File: config.mk
export PLATFORM = sky130hd
export DESIGN_NAME = led_pattern_seq
export DESIGN_NICKNAME = d
export VERILOG_FILES = /design/src/rtl/led_pattern_seq_pkg.sv /design/src/rtl/led_pattern_seq_tick_divider.sv /design/src/rtl/led_pattern_seq.sv
export SDC_FILE = /design/constraint.sdc
export NUM_CORES = 1
export LEC_CHECK = 0
export CAP_MARGIN = 20
export CORE_AREA = 2 2 83 85
export CTS_BUF_LIST = sky130_fd_sc_hd__clkbuf_8
export CTS_CLUSTER_DIAMETER = 80
export DETAILED_ROUTE_END_ITERATION = 12
export DIE_AREA = 0 0 85 87
export GPL_TIMING_DRIVEN = 1
export PLACE_DENSITY = 0.6
export SLEW_MARGIN = 20
export SYNTH_ARGS = -nofsm -noshare
export SYNTH_HDL_FRONTEND = slang
export SYNTH_HIERARCHICAL = 1
export SYNTH_SLANG_ARGS = --single-unit
File: constraint.sdc
create_clock -name clk -period 6.4 [get_ports clk]
set_input_delay 0.96 -clock clk [delete_from_list [all_inputs] [get_ports clk]]
set_output_delay 0.96 -clock clk [all_outputs]
set_load 0.05 [all_outputs]
File: src/rtl/led_pattern_seq_pkg.sv
// led_pkg: phase codes, mask bit positions and phase-order helper for the LED show sequencer.
package led_pkg;
  typedef enum logic [2:0] {
    RED_BLINK   = 3'd0,
    GREEN_BLINK = 3'd1,
    RED_CHASE   = 3'd2,
    CROSS_BLINK = 3'd3,
    REST        = 3'd4,
    IDLE        = 3'd7
  } phase_e;
  localparam int MASK_RED_BLINK   = 0;
  localparam int MASK_GREEN_BLINK = 1;
  localparam int MASK_RED_CHASE   = 2;
  localparam int MASK_CROSS_BLINK = 3;
  localparam int MASK_REST        = 4;
  localparam phase_e PASS_END = IDLE;
  // Mask bit index equals phase code; from IDLE this yields the first enabled phase.
  function automatic phase_e next_phase(phase_e cur, logic [4:0] mask);
    next_phase = PASS_END;
    for (int i = MASK_REST; i >= MASK_RED_BLINK; i--)
      if (mask[i] && (cur == IDLE || i > int'(cur))) next_phase = phase_e'(3'(i));
  endfunction
endpackage

File: src/rtl/led_pattern_seq_tick_divider.sv
// tick_divider: prescaler emitting one tick every TICK_DIV unheld cycles; clear restarts the count.
module tick_divider #(
  parameter int TICK_DIV = 4
) (
  input  logic clk,
  input  logic rst,
  input  logic clear,
  input  logic hold,
  output logic tick
);
  localparam int CW = $clog2(TICK_DIV);
  logic [CW-1:0] cnt_q, cnt_d;
  assign tick  = !clear && !hold && cnt_q == CW'(TICK_DIV - 1);
  assign cnt_d = (clear || tick) ? '0 : hold ? cnt_q : cnt_q + 1'b1;
  always_ff @(posedge clk or posedge rst) begin
    if (rst) cnt_q <= '0;
    else cnt_q <= cnt_d;
  end
endmodule

File: src/rtl/led_pattern_seq.sv
// led_pattern_seq: phase-masked LED show sequencer (red blink, green blink, chase, cross blink, rest).
module led_pattern_seq
  import led_pkg::*;
#(
  parameter int NUM_RLEDS = 4,
  parameter int TICK_DIV  = 2**21,
  parameter int STEPS     = 16
) (
  input  logic                 clk,
  input  logic                 rst,
  input  logic                 en,
  input  logic                 pause,
  input  logic                 oneshot,
  input  logic                 chase_dir,
  input  logic [4:0]           phase_mask,
  output logic [NUM_RLEDS-1:0] rleds,
  output logic                 gled,
  output logic [2:0]           phase,
  output logic                 busy,
  output logic                 done
);
  localparam int SW = $clog2(STEPS);
  localparam logic [SW-1:0] LAST = SW'(STEPS - 1);
  localparam logic [NUM_RLEDS-1:0] LSB = {{(NUM_RLEDS-1){1'b0}}, 1'b1};
  localparam logic [NUM_RLEDS-1:0] MSB = {1'b1, {(NUM_RLEDS-1){1'b0}}};
  phase_e phase_q, phase_d, tgt, first, nxt;
  logic [NUM_RLEDS-1:0] rleds_q, rleds_d, alt, rot;
  logic [SW-1:0] step_q, step_d;
  logic gled_q, gled_d, dir_q, dir_d, done_q, done_d, tick, load;
  for (genvar k = 0; k < NUM_RLEDS; k++) begin : g_alt
    assign alt[k] = (k % 2) == 0;
  end
  assign rot   = dir_q ? {rleds_q[NUM_RLEDS-2:0], rleds_q[NUM_RLEDS-1]}
                       : {rleds_q[0], rleds_q[NUM_RLEDS-1:1]};
  assign first = next_phase(IDLE, phase_mask);
  assign nxt   = next_phase(phase_q, phase_mask);
  assign busy  = phase_q != IDLE;
  assign phase = phase_q;
  assign rleds = rleds_q;
  assign gled  = gled_q;
  assign done  = done_q;
  tick_divider #(.TICK_DIV(TICK_DIV)) u_div (
    .clk(clk), .rst(rst), .clear(!busy || !en), .hold(pause), .tick(tick)
  );
  // en drops out first so it beats any tick or phase end; pause only gates the tick.
  always_comb begin
    phase_d = phase_q;
    rleds_d = rleds_q;
    gled_d  = gled_q;
    step_d  = step_q;
    dir_d   = dir_q;
    done_d  = 1'b0;
    load    = 1'b0;
    tgt     = IDLE;
    if (phase_q == IDLE) begin
      load = en && |phase_mask;
      tgt  = first;
    end else if (!en) begin
      load = 1'b1;
    end else if (tick && step_q == LAST) begin
      load   = 1'b1;
      tgt    = ~|phase_mask ? IDLE : nxt != PASS_END ? nxt : oneshot ? IDLE : first;
      done_d = |phase_mask && nxt == PASS_END && oneshot;
    end else if (tick) begin
      step_d  = step_q + 1'b1;
      rleds_d = (phase_q == RED_BLINK || phase_q == CROSS_BLINK) ? ~rleds_q
              : phase_q == RED_CHASE ? rot : rleds_q;
      gled_d  = phase_q == GREEN_BLINK ? ~gled_q : gled_q;
    end
    if (load) begin
      phase_d = tgt;
      step_d  = '0;
      dir_d   = tgt == RED_CHASE ? chase_dir : dir_q;
      rleds_d = tgt == RED_CHASE ? (chase_dir ? LSB : MSB) : tgt == CROSS_BLINK ? alt : '0;
      gled_d  = tgt == CROSS_BLINK;
    end
  end
  always_ff @(posedge clk or posedge rst) begin
    if (rst) begin
      phase_q <= IDLE;
      rleds_q <= '0;
      gled_q  <= 1'b0;
      step_q  <= '0;
      dir_q   <= 1'b0;
      done_q  <= 1'b0;
    end else begin
      phase_q <= phase_d;
      rleds_q <= rleds_d;
      gled_q  <= gled_d;
      step_q  <= step_d;
      dir_q   <= dir_d;
      done_q  <= done_d;
    end
  end
endmodule

# [Yosys cells after proc, flatten, opt, wreduce, memory -nomap -nowiden]
# Index checks and enable logic that the tools add are counted.
[word_totals] reg_bits=35 out_inout_bits=10 wordCells=107
[op_classes] n_addsub=2 magnitude_cmp=4 eq_ne=14 n_mux=46 bitwise_logic=2 reduce_logical=32
[ops] op="$mux W4" n=15
[ops] op="$mux W3" n=15
[ops] op="$mux W21" n=2
[ops] op="$add A21 B1 Y21 const B" n=1
[ops] op="$eq A21 B21 Y1 const B" n=1
[ops] op="$eq A3 B2 Y1 const B" n=4
[ops] op="$mux W1" n=12
[ops] op="$logic_and A1 B1 Y1" n=11
[ops] op="$reduce_and A5 Y1" n=2
[ops] op="$logic_or A1 B1 Y1" n=7
[ops] op="$eq A3 B3 Y1 const B" n=2
[ops] op="$gt A2 B3 Y1 const A" n=2
[ops] op="$ne A3 B3 Y1 const B" n=2
[ops] op="$reduce_bool A2 Y1" n=3
[ops] op="$reduce_or A5 Y1" n=1
[ops] op="$add A4 B1 Y4 const B" n=1
[ops] op="$eq A4 B4 Y1 const B" n=1
[ops] op="$logic_not A1 Y1" n=4
[ops] op="$mux W2" n=2
[ops] op="$ne A2 B2 Y1 const B" n=2
[ops] op="$not A4 Y4" n=1
[ops] op="$reduce_and A4 Y1" n=1
[ops] op="$eq A3 B1 Y1 const B" n=1
[ops] op="$gt A1 B3 Y1 const A" n=1
[ops] op="other kinds (6)" n=6

# [Depth between registers and ports, before layout]
[logic_depth] depth_word=18 mapped_depth=13 mapped_depth_nobuf=12

# [Hierarchy]
# Netlist, hierarchy kept.
[by_module_without_submodules] mod="tick_divider" n_inst=1 cells_each=122 area_each_um2=1132.3
[by_module_without_submodules] mod="led_pattern_seq" n_inst=1 cells_each=132 area_each_um2=1087.3

# [Least setup slack after synthesis]
# Ideal clock, no wire load.
[synth_timing] kind="input -> register" start="in pause" end="reg gled_q (netlist: gled)" arrival_time_ns=3.220 setup_slack_ns=3.054 path_stages=11 path_cell_list="nand4b_1 > nor4_1 > nand3_1 > nor2_1 > and4_1 > o211ai_2 > inv_1 > a31oi_4 > o21a_2 > nor2b_2 > o32a_1"
[synth_via] elab_chain_cells=9 elab_cells_between_ends=18 classes_between="3 x eq/ne; 7 x mux; 8 x reduce/logical"
[synth_lines] element="start: declaration" line="led_pattern_seq.sv:12" text="input logic pause,"
[synth_lines] element="$logic_not A1 Y1 *" line="led_pattern_seq_tick_divider.sv:13" text="assign tick = !clear && !hold && cnt_q == CW'(TICK_DIV - 1);"
[synth_lines] element="$logic_and A1 B1 Y1 * (2 in series)" line="led_pattern_seq_tick_divider.sv:13"
[synth_lines] element="via tick" line="led_pattern_seq.sv:29" text="logic gled_q, gled_d, dir_q, dir_d, done_q, done_d, tick, load;"
[synth_lines] element="$logic_and A1 B1 Y1" line="led_pattern_seq.sv:60" text="end else if (tick && step_q == LAST) begin"
[synth_lines] element="$mux W1 or $mux W3 (tied branches)" line="led_pattern_seq.sv:60"
[synth_lines] element="$mux W1 or $mux W3 (tied branches)" line="led_pattern_seq.sv:58" text="end else if (!en) begin"
[synth_lines] element="$mux W1 or $mux W3 (tied branches)" line="led_pattern_seq.sv:55" text="if (phase_q == IDLE) begin"
[synth_lines] element="$ne A2 B2 Y1 (no source line), or another cell as far along"
[synth_lines] element="$reduce_and A5 Y1 (no source line) or $mux W1 (tied branches)"
[synth_lines] element="end signal: assignment" line="led_pattern_seq.sv:89" text="gled_q <= gled_d;"
[synth_lines] element="end: declaration" line="led_pattern_seq.sv:29"
# Mark *: on every way through the listed nets, which the timed path passes. The rest lies on a longest branch.
# A chain may end at the register's enable or synchronous reset.

# [Worst setup path after layout]
[layout_timing] start="in pause" end="reg rleds_q[2] (netlist: rleds[2])"
[layout_via] elab_chain_cells=11 elab_cells_between_ends=21 classes_between="4 x eq/ne; 9 x mux; 8 x reduce/logical"
[layout_lines] element="$logic_not A1 Y1 *" line="led_pattern_seq_tick_divider.sv:13"
[layout_lines] element="$logic_and A1 B1 Y1 * (2 in series)" line="led_pattern_seq_tick_divider.sv:13"
[layout_lines] element="via tick" line="led_pattern_seq.sv:29"
[layout_lines] element="$logic_and A1 B1 Y1" line="led_pattern_seq.sv:60"
[layout_lines] element="$mux W3" line="led_pattern_seq.sv:60"
[layout_lines] element="$mux W3" line="led_pattern_seq.sv:58"
[layout_lines] element="$mux W3" line="led_pattern_seq.sv:55"
[layout_lines] element="$eq A3 B2 Y1" line="led_pattern_seq.sv:74" text="rleds_d = tgt == RED_CHASE ? (chase_dir ? LSB : MSB) : tgt == CROSS_BLINK ? alt : '0;"
[layout_lines] element="$mux W3" line="led_pattern_seq.sv:74"
[layout_lines] element="$mux W4" line="led_pattern_seq.sv:74"
[layout_lines] element="$mux W4" line="led_pattern_seq.sv:70" text="if (load) begin"
[layout_lines] element="end signal: assignment" line="led_pattern_seq.sv:88" text="rleds_q <= rleds_d;"
[layout_lines] element="end: declaration" line="led_pattern_seq.sv:27" text="logic [NUM_RLEDS-1:0] rleds_q, rleds_d, alt, rot;"
# Marked as above.

==> flow_summary.ini <==
[routing]
ant_nets = 0
wl_per_cell_um = 14.0
detail_route.iter0.violations = 85
wirelength_met1_um = 2340
detail_route.wirelength_um = 4910
top_layer = met4
remaining_drc_errors = 0
detailed_routed_wire_length_on_met2_um = 2360
first_pass_iters = 4
route.vias.total = 1942
drt-vias-per-instance = 5.53
wl_met3_um = 159

[worst_setup_path]
cp-start-kind = input pin
crit_family = simple AND/OR/NAND/NOR gates
setup.worst_path.end_class = register
reg_to_reg_endpoint = rleds[2]$_DFFE_PP0P_
critPathLaunch = pause
critPathMaxFanout = 6
crit_path_top_delay_cell = sky130_fd_sc_hd__nor4_1
worst-path-buf-inv = 2
reg2reg_slack_ns = 3.07
critical_path.max_stage_delay_ns = 0.61
cp.arrival_ns = 4.08
rr_worst_depth = 12
critical_path_class = in2reg
r2r_start = u_div/cnt_q[0]$_DFFE_PP0P_
required_ns = 6.57
path_cells = clkdlybuf4s50_1 -> nand4b_1 -> nor4_1 -> nand3_1 -> nor2_1 -> and4_1 -> o211ai_2 -> inv_1 -> a31oi_4 -> o21a_2 -> nor2b_2 -> o32a_1

[sta]
max_freq_mhz = 256
slew_headroom = 0.471
post-route-min-period_ns = 3.91
hold_fails_final_rpt = 0
timing.setup.tns_ns = 0
worst_pin_slew_ns = 0.787
fin_worst_skew_ns = 0.00414
report.final.slew_viol_count = 0
rsz0062_at_grt = no
final_min_period_over_clock_period = 0.610
setup-violations-final = 0

[outcome]
outcome = finished, final reports clean

[synthesis]
synth-edff-count = 0
synth.distinct_cells = 54
netlist_instances = 254
dominantRegCellSynth = sky130_fd_sc_hd__dfrtp_1
synth-warning-count = 6
synth-async-reset-ratio = 1.00
ys_seq_area_frac = 0.396
number_of_flip_flops_and_latches_in_the_synthesized_netlist = 35
mappedNetlistNets = 267
synthesis.area_um2 = 2220
synthesis.area_per_instance_um2 = 8.74

[clock_tree]
cts.repair.resized = 0
clock-root-buffer = sky130_fd_sc_hd__clkbuf_8
cts-root-to-sink-buffers = 2
htree_levels = 2
postCtsSetupRepairBufs = 0
cts_buffers = 5
clock_sinks = 35
cts_tree = done
number_of_hold_repair_buffers_added_at_the_cts_stage = 0
clkTransAtPathRegs_ns = 0.07
clk_latency_ns = 0.29

[die]
core_area_um2 = 6570
pin_count = 21
dieArea_um2 = 7400
die_w_um = 85
die-height_um = 87
start_util = 0.338
row_count = 30

[global_routing]
grt_pass1_vias = 1808
first_pass_grt_wire_length_um = 8450
grt-ovfl-total = 0
pin_count_of_the_biggest_net_entering_global_routing = 22
number_of_antenna_violations_at_the_first_check_in_global_routing = 0
groute.usage.overall = 0.141

[min_path]
min_to = step_q[1]$_DFFE_PP0P_
hold_start = step_q[1]$_DFFE_PP0P_
holdPathStages = 2
hold_path_class = reg2reg

[place]
gp_congestion = 0.896
hpwlAfterDp_um = 3450
dpl.cell_count = 343
port_buffers = 20

[finish]
final_nets = 283
final_cells = 351
flow.area_growth_from_synthesis_pct = 15.2
post_route_cells_drive_above_1_share = 0.114
n_antenna_cell = 0

[power_and_ir_drop]
power_density_nw_per_um2 = 373
max-vdd-ir-drop_mv = 0.186
total_leakage_power_uw = 0.00100

[run]
maxCapViolCount = 0
[cell type report]
type                       instances  area [um^2]
clock inverter                     1         3.75
multi-input combinational        193         1220
timing repair buffer              20          200
sequential                        35          880
inverter                          15         56.3
clock buffer                       7         96.3
fill                             647         4010
tap                               80          100
[state kept, by name, indices dropped and copies added, names as in the netlist]
register / flops
gled: 1
done: 1
u_div/cnt_q: 21
rleds: 4
step_q: 4
dir_q: 1
phase: 3
[worst max-delay path by stage]
stage,end,slack (ns),cells after the start
after floorplan,gled$_DFFE_PP0P_,3.05,11
after global placement,rleds[2]$_DFFE_PP0P_,2.31,12
after detailed placement,rleds[2]$_DFFE_PP0P_,2.22,12
after CTS,rleds[2]$_DFFE_PP0P_,2.53,12
after global routing,dir_q$_DFFE_PP0P_,2.15,12
final,rleds[2]$_DFFE_PP0P_,2.49,12
[worst reg2reg max path: stages, from the launching register on]
cell                       delay (ns)
sky130_fd_sc_hd__dfrtp_1         0.45
sky130_fd_sc_hd__ha_1            0.23
sky130_fd_sc_hd__nand4b_1        0.10
sky130_fd_sc_hd__nor4_1          0.61
sky130_fd_sc_hd__nand3_1         0.14
sky130_fd_sc_hd__nor2_1          0.26
sky130_fd_sc_hd__and4_1          0.31
sky130_fd_sc_hd__o211ai_2        0.14
sky130_fd_sc_hd__inv_1           0.13
sky130_fd_sc_hd__a31oi_4         0.10
sky130_fd_sc_hd__o21a_2          0.25
sky130_fd_sc_hd__nor2b_2         0.16
sky130_fd_sc_hd__o32a_1          0.33
[kinds of logic after synthesis]
family,share of synthesized area
compound gates,0.212
xor+xnor,0.0395
fa+ha+maj,0.0113
buf+inv,0.0541
flops,0.396
mux,0.0344
simple gates,0.253
[per-layer routing]
metal | global-route usage | vias to the layer above
met5 | 0 | -
met1 | 0.181 | 936
met3 | 0.0294 | 5
li1 | - | 964
met4 | 0.0577 | 0
met2 | 0.233 | 37
[power breakdown]
part / internal (uW) / switching (uW)
clock network: 96.7 / 80.1
logic: 166 / 294
registers: 259 / 57.2
[stage by stage]
stage	util	power (uW)	cell area [um^2]	hold WS, ns	worst slack (ns)
5_1_grt	0.389	1010	2560	0.555	2.15
4_1_cts	0.389	960	2560	0.525	2.53
2_1_floorplan	-	669	2220	0.476	3.05
6_report	0.389	953	2560	0.517	2.49
3_3_place_gp	0.374	778	2460	0.496	2.31
3_5_place_dp	0.374	778	2460	0.509	2.22
[placed cells by master, fill, tap and decap left out, types with 3 or more instances in the layout]
master | netlist | final
sky130_fd_sc_hd__nand2b_1 | 3 | 3
sky130_fd_sc_hd__nand4_1 | 5 | 5
sky130_fd_sc_hd__o21ai_0 | 18 | 17
sky130_fd_sc_hd__nor2_1 | 27 | 27
sky130_fd_sc_hd__a31oi_1 | 3 | 3
sky130_fd_sc_hd__xnor2_1 | 8 | 8
sky130_fd_sc_hd__nand3_1 | 9 | 9
sky130_fd_sc_hd__nor3_1 | 4 | 4
sky130_fd_sc_hd__inv_1 | 15 | 16
sky130_fd_sc_hd__and3_1 | 4 | 4
sky130_fd_sc_hd__nand2_1 | 21 | 21
sky130_fd_sc_hd__o31ai_1 | 7 | 7
sky130_fd_sc_hd__or3_1 | 4 | 4
sky130_fd_sc_hd__dfstp_2 | 3 | 3
sky130_fd_sc_hd__nor4_1 | 6 | 6
sky130_fd_sc_hd__a31o_2 | 3 | 3
sky130_fd_sc_hd__dfrtp_1 | 32 | 32
sky130_fd_sc_hd__clkbuf_8 | 0 | 7
sky130_fd_sc_hd__a21oi_1 | 20 | 20
sky130_fd_sc_hd__mux2_2 | 4 | 4
sky130_fd_sc_hd__clkdlybuf4s50_1 | 0 | 20
sky130_fd_sc_hd__or4_1 | 5 | 5
[synth_stat cells, types with 4 or more instances]
| cell | count | area (um^2) |
|---|---|---|
| sky130_fd_sc_hd__nor2_1 | 27 | 101 |
| sky130_fd_sc_hd__or4_1 | 5 | 37.5 |
| sky130_fd_sc_hd__buf_2 | 6 | 30.0 |
| sky130_fd_sc_hd__nor4_1 | 6 | 37.5 |
| sky130_fd_sc_hd__inv_1 | 15 | 56.3 |
| sky130_fd_sc_hd__o21ai_0 | 18 | 90.1 |
| sky130_fd_sc_hd__a21oi_1 | 20 | 100 |
| sky130_fd_sc_hd__or3_1 | 4 | 25.0 |
| sky130_fd_sc_hd__nand3_1 | 9 | 45.0 |
| sky130_fd_sc_hd__and3_1 | 4 | 25.0 |
| sky130_fd_sc_hd__o31ai_1 | 7 | 52.6 |
| sky130_fd_sc_hd__mux2_2 | 4 | 45.0 |
| sky130_fd_sc_hd__nand2_1 | 21 | 78.8 |
| sky130_fd_sc_hd__nor3_1 | 4 | 20.0 |
| sky130_fd_sc_hd__nand4_1 | 5 | 31.3 |
| sky130_fd_sc_hd__dfrtp_1 | 32 | 801 |
| sky130_fd_sc_hd__xnor2_1 | 8 | 70.1 |
No activity file was read; power rests on OpenSTA's default activity.
